### config.mk
export PLATFORM = sky130hd
export DESIGN_NAME = trace_capture_ctrl_flat
export DESIGN_NICKNAME = d
export VERILOG_FILES = /design/src/rtl/trace_capture_ctrl_pkg.sv /design/src/rtl/trace_capture_ctrl_if.sv /design/src/rtl/trace_capture_ctrl.sv /design/src/flat_wrapper.sv
export SDC_FILE = /design/constraint.sdc
export NUM_CORES = 1
export LEC_CHECK = 0
export BUFFER_PORTS_ARGS = -buffer_cell sky130_fd_sc_hd__buf_2
export CAP_MARGIN = 20
export CORE_ASPECT_RATIO = 1.1
export CORE_MARGIN = 3
export CORE_UTILIZATION = 50
export DETAILED_ROUTE_END_ITERATION = 8
export PLACE_DENSITY_LB_ADDON = 0.08
export SYNTH_ARGS = -nofsm -noshare
export SYNTH_HDL_FRONTEND = slang
export SYNTH_SLANG_ARGS = --single-unit
export TNS_END_PERCENT = 10
### constraint.sdc
create_clock -name clk_i -period 5.13 [get_ports clk_i]
set_input_delay 0.2565 -clock clk_i [delete_from_list [all_inputs] [get_ports clk_i]]
set_output_delay 0.2565 -clock clk_i [all_outputs]
set_load 0.005 [all_outputs]
### src/rtl/trace_capture_ctrl_pkg.sv
// Shared types for the retire-trace capture controller.
// Holds the FSM state enum, the trace entry width and the entry packer.
package trace_pkg;

    typedef enum logic [1:0] {
        ST_IDLE  = 2'd0,
        ST_ARMED = 2'd1,
        ST_POST  = 2'd2,
        ST_DONE  = 2'd3
    } trace_state_e;

    localparam int TRACE_ENTRY_W = 64;

    // Trace entry layout: PC in the upper word, encoding in the lower.
    function automatic logic [TRACE_ENTRY_W-1:0] pack_entry(
        input logic [31:0] pc,
        input logic [31:0] instr
    );
        return {pc, instr};
    endfunction

endpackage

### src/rtl/trace_capture_ctrl_if.sv
// Retire-in / trace-buffer-write-out bundle of the capture controller.
// master: the controller (reads retire, drives buffer writes); slave: the core/buffer side.
interface trace_capture_ctrl_if
    import trace_pkg::*;
#(
    parameter int PTR_BITS = 8
);
    logic                     retire_valid_i;
    logic [31:0]              retire_pc_i;
    logic [31:0]              retire_instr_i;
    logic                     buf_we_o;
    logic [PTR_BITS-1:0]      buf_waddr_o;
    logic [TRACE_ENTRY_W-1:0] buf_wdata_o;

    modport master (
        input  retire_valid_i,
        input  retire_pc_i,
        input  retire_instr_i,
        output buf_we_o,
        output buf_waddr_o,
        output buf_wdata_o
    );

    modport slave (
        output retire_valid_i,
        output retire_pc_i,
        output retire_instr_i,
        input  buf_we_o,
        input  buf_waddr_o,
        input  buf_wdata_o
    );
endinterface

### src/rtl/trace_capture_ctrl.sv
// Retire-trace capture controller: records retired instructions into an
// external circular trace buffer and freezes post_count entries after a trigger.
// Ports: clk_i, rst_i (sync, active-high); bus (retire in, buffer write out);
// arm_i/disarm_i/trig_en_i/trig_pc_i/sw_trig_i/post_count_i control;
// triggered_o/done_o/wrapped_o/wr_ptr_o/trig_idx_o status.
module trace_capture_ctrl
    import trace_pkg::*;
#(
    parameter int TRACE_DEPTH = 256,
    parameter int PTR_BITS    = $clog2(TRACE_DEPTH)
) (
    input  logic                clk_i,
    input  logic                rst_i,
    trace_capture_ctrl_if.master bus,
    input  logic                arm_i,
    input  logic                disarm_i,
    input  logic                trig_en_i,
    input  logic [31:0]         trig_pc_i,
    input  logic                sw_trig_i,
    input  logic [PTR_BITS-1:0] post_count_i,
    output logic                triggered_o,
    output logic                done_o,
    output logic                wrapped_o,
    output logic [PTR_BITS-1:0] wr_ptr_o,
    output logic [PTR_BITS-1:0] trig_idx_o
);

    localparam logic [PTR_BITS-1:0] LAST_IDX = PTR_BITS'(TRACE_DEPTH - 1);
    localparam logic [PTR_BITS-1:0] ONE      = PTR_BITS'(1);

    trace_state_e        state;
    logic [PTR_BITS-1:0] wr_ptr;
    logic [PTR_BITS-1:0] trig_idx;
    logic [PTR_BITS-1:0] remaining;
    logic                triggered;
    logic                wrapped;

    logic do_write;
    logic trig_fire;

    // arm/disarm take priority over the FSM, so they also block the write.
    always_comb begin
        do_write  = 1'b0;
        trig_fire = 1'b0;
        if (!disarm_i && !arm_i &&
            (state == ST_ARMED || state == ST_POST))
            do_write = bus.retire_valid_i;
        if (sw_trig_i)
            trig_fire = 1'b1;
        if (bus.retire_valid_i && trig_en_i &&
            bus.retire_pc_i == trig_pc_i)
            trig_fire = 1'b1;
    end

    always_ff @(posedge clk_i) begin
        if (rst_i) begin
            state           <= ST_IDLE;
            wr_ptr          <= '0;
            trig_idx        <= '0;
            remaining       <= '0;
            triggered       <= 1'b0;
            wrapped         <= 1'b0;
            bus.buf_we_o    <= 1'b0;
            bus.buf_waddr_o <= '0;
            bus.buf_wdata_o <= '0;
        end else begin
            bus.buf_we_o <= 1'b0;
            if (do_write) begin
                bus.buf_we_o    <= 1'b1;
                bus.buf_waddr_o <= wr_ptr;
                bus.buf_wdata_o <= pack_entry(bus.retire_pc_i,
                                              bus.retire_instr_i);
                wr_ptr          <= wr_ptr + ONE;
                if (wr_ptr == LAST_IDX)
                    wrapped <= 1'b1;
            end

            if (disarm_i) begin
                state <= ST_IDLE;
            end else if (arm_i) begin
                state     <= ST_ARMED;
                wr_ptr    <= '0;
                trig_idx  <= '0;
                remaining <= '0;
                triggered <= 1'b0;
                wrapped   <= 1'b0;
            end else begin
                unique case (state)
                    ST_ARMED: begin
                        if (trig_fire) begin
                            triggered <= 1'b1;
                            trig_idx  <= wr_ptr;
                            remaining <= post_count_i;
                            state     <= (post_count_i == '0) ?
                                         ST_DONE : ST_POST;
                        end
                    end
                    ST_POST: begin
                        // remaining is never 0 here: a zero count goes straight to DONE.
                        if (bus.retire_valid_i) begin
                            remaining <= remaining - ONE;
                            if (remaining == ONE)
                                state <= ST_DONE;
                        end
                    end
                    default: ;
                endcase
            end
        end
    end

    assign triggered_o = triggered;
    assign done_o      = (state == ST_DONE);
    assign wrapped_o   = wrapped;
    assign wr_ptr_o    = wr_ptr;
    assign trig_idx_o  = trig_idx;

endmodule

### src/flat_wrapper.sv
// flat-port wrapper written by rule: the top's interface ports become plain ports
module trace_capture_ctrl_flat import trace_pkg::*;
#(
    parameter int TRACE_DEPTH = 256,
    parameter int PTR_BITS    = $clog2(TRACE_DEPTH)
)
  (clk_i, rst_i, arm_i, disarm_i, trig_en_i, trig_pc_i, sw_trig_i, post_count_i, triggered_o, done_o, wrapped_o, wr_ptr_o, trig_idx_o, bus_retire_valid_i, bus_retire_pc_i, bus_retire_instr_i, bus_buf_we_o, bus_buf_waddr_o, bus_buf_wdata_o);
  trace_capture_ctrl_if #(.PTR_BITS(PTR_BITS)) bus_i ();
  input  logic clk_i;
  input  logic rst_i;
  input  logic arm_i;
  input  logic disarm_i;
  input  logic trig_en_i;
  input  logic [31:0] trig_pc_i;
  input  logic sw_trig_i;
  input  logic [PTR_BITS-1:0] post_count_i;
  output logic triggered_o;
  output logic done_o;
  output logic wrapped_o;
  output logic [PTR_BITS-1:0] wr_ptr_o;
  output logic [PTR_BITS-1:0] trig_idx_o;
  input wire logic [$bits(bus_i.retire_valid_i)-1:0] bus_retire_valid_i;
  input wire logic [$bits(bus_i.retire_pc_i)-1:0] bus_retire_pc_i;
  input wire logic [$bits(bus_i.retire_instr_i)-1:0] bus_retire_instr_i;
  output wire logic [$bits(bus_i.buf_we_o)-1:0] bus_buf_we_o;
  output wire logic [$bits(bus_i.buf_waddr_o)-1:0] bus_buf_waddr_o;
  output wire logic [$bits(bus_i.buf_wdata_o)-1:0] bus_buf_wdata_o;
  assign bus_i.retire_valid_i = bus_retire_valid_i;
  assign bus_i.retire_pc_i = bus_retire_pc_i;
  assign bus_i.retire_instr_i = bus_retire_instr_i;
  assign bus_buf_we_o = bus_i.buf_we_o;
  assign bus_buf_waddr_o = bus_i.buf_waddr_o;
  assign bus_buf_wdata_o = bus_i.buf_wdata_o;
  trace_capture_ctrl #(.TRACE_DEPTH(TRACE_DEPTH), .PTR_BITS(PTR_BITS)) u_core (.clk_i(clk_i), .rst_i(rst_i), .bus(bus_i), .arm_i(arm_i), .disarm_i(disarm_i), .trig_en_i(trig_en_i), .trig_pc_i(trig_pc_i), .sw_trig_i(sw_trig_i), .post_count_i(post_count_i), .triggered_o(triggered_o), .done_o(done_o), .wrapped_o(wrapped_o), .wr_ptr_o(wr_ptr_o), .trig_idx_o(trig_idx_o));
endmodule
# == Word level (Yosys, flattened, before mapping) ==
# Cells that the tools add are included.
# word_totals
regBits,101
input_bits,111
output_inout_bits,92
word_cells,70
# op_classes
addsub,2
n_eq_ne,12
muxes,27
bitwise_logic,1
reduce_logical,18
# op_table
cell,count
2-to-1 mux 8 bit,9
equality test 32 bit,1
one-hot mux 8 bit (2 select lines),1
2-to-1 mux 1 bit,13
AND reduction 4 bit,3
"adder 8 x 1 -> 8 bit, second input constant",1
"equality test 8 x 1 -> 1 bit, second input constant",1
"equality test 8 bit, second input constant",1
logical NOT 8 bit,1
"subtractor 8 x 1 -> 8 bit, second input constant",1
2-to-1 mux 2 bit,3
"!= test 3 bit, second input constant",2
nonzero test 2 bit,3
"equality test 2 bit, second input constant",2
logical AND 1 bit,4
"!= test 2 bit, second input constant",2
one-hot mux 2 bit (2 select lines),1
"!= test 3 x 2 -> 1 bit, second input constant",1
AND reduction 3 bit,1
nonzero test 3 bit,1
OR reduction 3 bit,1
"equality test 2 x 1 -> 1 bit, second input constant",1
logical NOT 1 bit,2
"!= test 2 x 1 -> 1 bit, second input constant",1
other kinds (3),3

# == Longest topological paths before layout ==
# depth
depth_word,7
ltp_mapped,9
ltp_nobuf,8

# == Least setup slack after synthesis ==
# OpenSTA, ideal clock, no wires.
# synth_path
kind,register to register
from,register u_core.state[0]
to,register u_core.wr_ptr[1] (netlist: u_core.wr_ptr_o[1])
setup_time_ps,132
arrival_ps,1849
t_required_ps,4998
path_slack_ps,3149
stages_incl_launch_ff,8
path_buffers,2
period_less_slack_ps,1981
cell_sequence,dfxtp_1 inv_1 ha_1 or4b_2 clkbuf_1 clkbuf_1 nand2_1 a21oi_1
# synth_via
elab_chain_len,7
elab_cells_between_ends,8
cone_classes,eq/ne (2); mux (4); reduce/logical (2)
# synth_lines
element,line_no,text
"start, declared",trace_capture_ctrl.sv:31,trace_state_e state;
"start signal, assigned",trace_capture_ctrl.sv:94,state <= (post_count_i == '0) ?
equality test 2 x 1 -> 1 bit or equality test 2 bit (tied branches),trace_capture_ctrl.sv:46,(state == ST_ARMED || state == ST_POST))
logical OR 1 bit (*),trace_capture_ctrl.sv:46,
logical AND 1 bit (*),trace_capture_ctrl.sv:45,if (!disarm_i && !arm_i &&
2-to-1 mux 1 bit (*),trace_capture_ctrl.sv:45,
2-to-1 mux 8 bit (*),trace_capture_ctrl.sv:68,if (do_write) begin
2-to-1 mux 8 bit,trace_capture_ctrl.sv:80,end else if (arm_i) begin
2-to-1 mux 8 bit (*),trace_capture_ctrl.sv:78,if (disarm_i) begin
"end signal, assigned",trace_capture_ctrl.sv:73,wr_ptr <= wr_ptr + ONE;
"end, declared",trace_capture_ctrl.sv:32,logic [PTR_BITS-1:0] wr_ptr;
# Every way passes the cells marked *; elsewhere a longest branch is shown, timed or not.
# A chain may end at the register's enable or synchronous reset.

# == Worst setup path in the final report ==
# layout_path
from,register u_core.state[0]
to,register u_core.bus.buf_wdata_o[23]
# layout_via
elab_chain_len,4
elab_cells_between_ends,5
cone_classes,eq/ne (2); mux (1); reduce/logical (2)
# layout_lines
element,line_no,text
equality test 2 x 1 -> 1 bit or equality test 2 bit (tied branches),trace_capture_ctrl.sv:46,
logical OR 1 bit (*),trace_capture_ctrl.sv:46,
logical AND 1 bit (*),trace_capture_ctrl.sv:45,
2-to-1 mux 1 bit (*),trace_capture_ctrl.sv:45,
"end signal, assigned",trace_capture_ctrl.sv:71,"bus.buf_wdata_o <= pack_entry(bus.retire_pc_i,"
"end, declared",trace_capture_ctrl_if.sv:21,output buf_wdata_o
# Marked as above.

==> out/metrics.csv <==
metric;value;unit
status;finished, final reports clean;
drc_errors;0;
grt_first_pass_wirelength;18700;µm
finalSetupViolCount;0;
fin_crit_sh;0.480;
antenna_left;0;
sw_frac_of_total;0.243;
p_per_area;261;nW/µm²
syn_area;4340;µm²
die_h;104;µm
slew_viol_final;0;
place.gp.congestion;0.885;
worstMarginPinSlew;0.824;ns
drive_gt1_frac;0.325;
crit_arrival;2.67;ns
coreArea;8410;µm²
wl;11800;µm
worst-path-max-fanout;48;
fill_cells;750;
ir_worst_vdd;0.000176;V
crit_required;5.33;ns
die_w;94.8;µm
seqCellArea;2020;µm²
synth_edf_count;0;
setup_tns;0;ns
antenna_cells;0;
synth_xor_area_frac;0.0767;
synthToLayoutAreaGrowth;28.9;%
synth-compound-area-share;0.165;
synth_fa_ha_area_frac;0.0173;
hold_buffers;0;
syn_nets;646;
yosys_most_used_dff;dfxtp_1;
drt_iter0_drc;175;
ys_ff_latch;101;
period_needed;2.46;ns
wire_per_inst;14.2;µm
multi_input_area;2150;µm²
clockRootBuffer;clkbuf_8;
insertion_delay;0.35;ns
relSlewSlack;0.451;
p_seq_frac;0.548;
cts.sinks;101;
cts_made_buffers;9;
cts_setup_buffers;0;
p_sw;355;µW
skew;0.0121;ns
synthArstFlopShare;0;
cp-end-kind;flip-flop;
min_path_type;input pin to flip-flop;
dieArea;9830;µm²
yosysSeqAreaShare;0.466;
final_nets;832;
num_vias;4291;
synth_simple_gate_area_frac;0.220;
pwr-share-comb;0.114;
grt_max_degree;79;
timing.hold.ws;0.133;ns
clkPwrFrac;0.338;
rows;35;
critPathKind;flip-flop to flip-flop;
synth_warnings;0;
post_cts_resized;0;
design_area;5590;µm²
firstDrtPassIters;5;
htree_levels;3;
clockBufferDepth;2;
hpwl;8730;µm
routed_via_density;5.18;
initial_core_util;0.516;
hold_viol_final;0;
synthDistinctLibCells;48;
synthCells;529;
maxCapViolCount;0;
leakagePower;0.00246;µW
antenna_found_initial;0;
clk_pin_slew;0.09;ns
io_buffer_count;202;
ios;203;
cts_tree;done;
internal_power;1110;µW
first_global_vias;3930;
syn_area_per_cell;8.20;µm²
grt-ovfl-total;0;
grt_util_all_layers;0.234;
grt_setup_unrepaired;false;
synth_mux_area_frac;0.0150;
synth_top_family_by_area;simple AND/OR/NAND/NOR gates;
place_area;5410;µm²
startpoint_type;flip-flop;
max_freq;406;MHz
## final timing paths
check	start	to	slack [ns]	cells past startpoint
max	u_core.state[0]	u_core.bus.buf_wdata_o[23]	2.67	6
min	bus_retire_instr_i[1]	u_core.bus.buf_wdata_o[1]	0.13	3
max reg2reg	u_core.state[0]	u_core.bus.buf_wdata_o[23]	2.67	6
min reg2reg	u_core.triggered_o	u_core.triggered_o	0.45	2
## power groups by stage
| stage | Combinational, µW | Clock, µW | Sequential (µW) |
|---|---|---|---|
| floorplan | 88.6 | 0 | 819 |
| global placement | 164 | 0 | 819 |
| detailed placement | 167 | 0 | 819 |
| global route | 186 | 538 | 803 |
| CTS | 167 | 512 | 801 |
| finish | 167 | 493 | 801 |
## sequential cells by signal, indices dropped and copies added, names as in the netlist
name / cells
u_core.wrapped_o: 1
u_core.remaining: 8
u_core.wr_ptr_o: 8
u_core.bus.buf_wdata_o: 64
u_core.state: 2
u_core.bus.buf_we_o: 1
u_core.bus.buf_waddr_o: 8
u_core.triggered_o: 1
u_core.trig_idx_o: 8
## per-stage QoR
step	instances	util	total power, µW	setup slack [ns]
after floorplan	529	-	907	3.15
after global placement	815	0.643	983	2.71
after detailed placement	815	0.643	986	2.65
after CTS	829	0.665	1480	2.65
after global routing	829	0.665	1530	2.42
final	829	0.665	1460	2.67
## final cells by class
| type | count | share of cell area |
|---|---|---|
| multi-input combinational | 383 | 0.385 |
| sequential | 101 | 0.362 |
| timing repair buffer | 205 | 0.185 |
| clock buffer | 11 | 0.0253 |
| tap | 111 | 0.0248 |
| inverter | 15 | 0.0101 |
| clock inverter | 3 | 0.00828 |
## placed cells by master (no fill, tap or decap), types with 4 or more instances in the layout
cell type,netlist,final
a21oi_1,79,79
a22o_1,9,9
buf_2,1,202
clkbuf_8,0,10
dfxtp_1,101,101
ha_1,6,6
inv_1,15,15
mux2_2,4,4
nand2_1,154,154
nand3_1,6,6
nand4_1,4,4
nor2_1,18,18
nor3_1,4,4
nor4_1,9,9
o21ai_0,9,9
o221ai_1,5,5
xor2_1,35,35
## layer usage
metal  wire length (µm)  track usage
met5                  0            0
met4                122       0.0639
met3               1030       0.0617
met2               5810        0.383
met1               4820        0.304
## cells by family after synthesis
| logic type | after synthesis |
|---|---|
| buffers and inverters | 45 |
| adder cells (fa/ha/maj) | 6 |
| AO/OA/AOI/OAI | 118 |
| XOR/XNOR | 38 |
| flip-flops | 101 |
| multiplexers | 6 |
| AND/OR/NAND/NOR | 215 |
## worst max-delay path: stages, from the launching register on
cell and delay [ns]:
dfxtp_1 0.39, inv_1 0.06, ha_1 0.33, or4b_2 0.93, buf_4 0.39, nand2_1 0.14
a21oi_1 0.07
## Yosys cell counts, drive strengths merged, types with 3 or more instances
master	n	area, µm²
a21oi	80	412
a22o	9	78.8
a31oi	3	33.8
buf	7	27.5
clkbuf	23	87.6
dfxtp	101	2020
ha	6	75.1
inv	15	56.3
mux2	4	45.0
nand2	154	578
nand3	6	30.0
nand4	4	25.0
nor2	19	73.8
nor2b	3	18.8
nor3	4	20.0
nor4	11	81.3
o21ai	9	45.0
o221ai	6	58.8
or3	4	30.0
xnor2	3	26.3
xor2	35	307
Note: power is estimated with default switching activity, not from simulation.
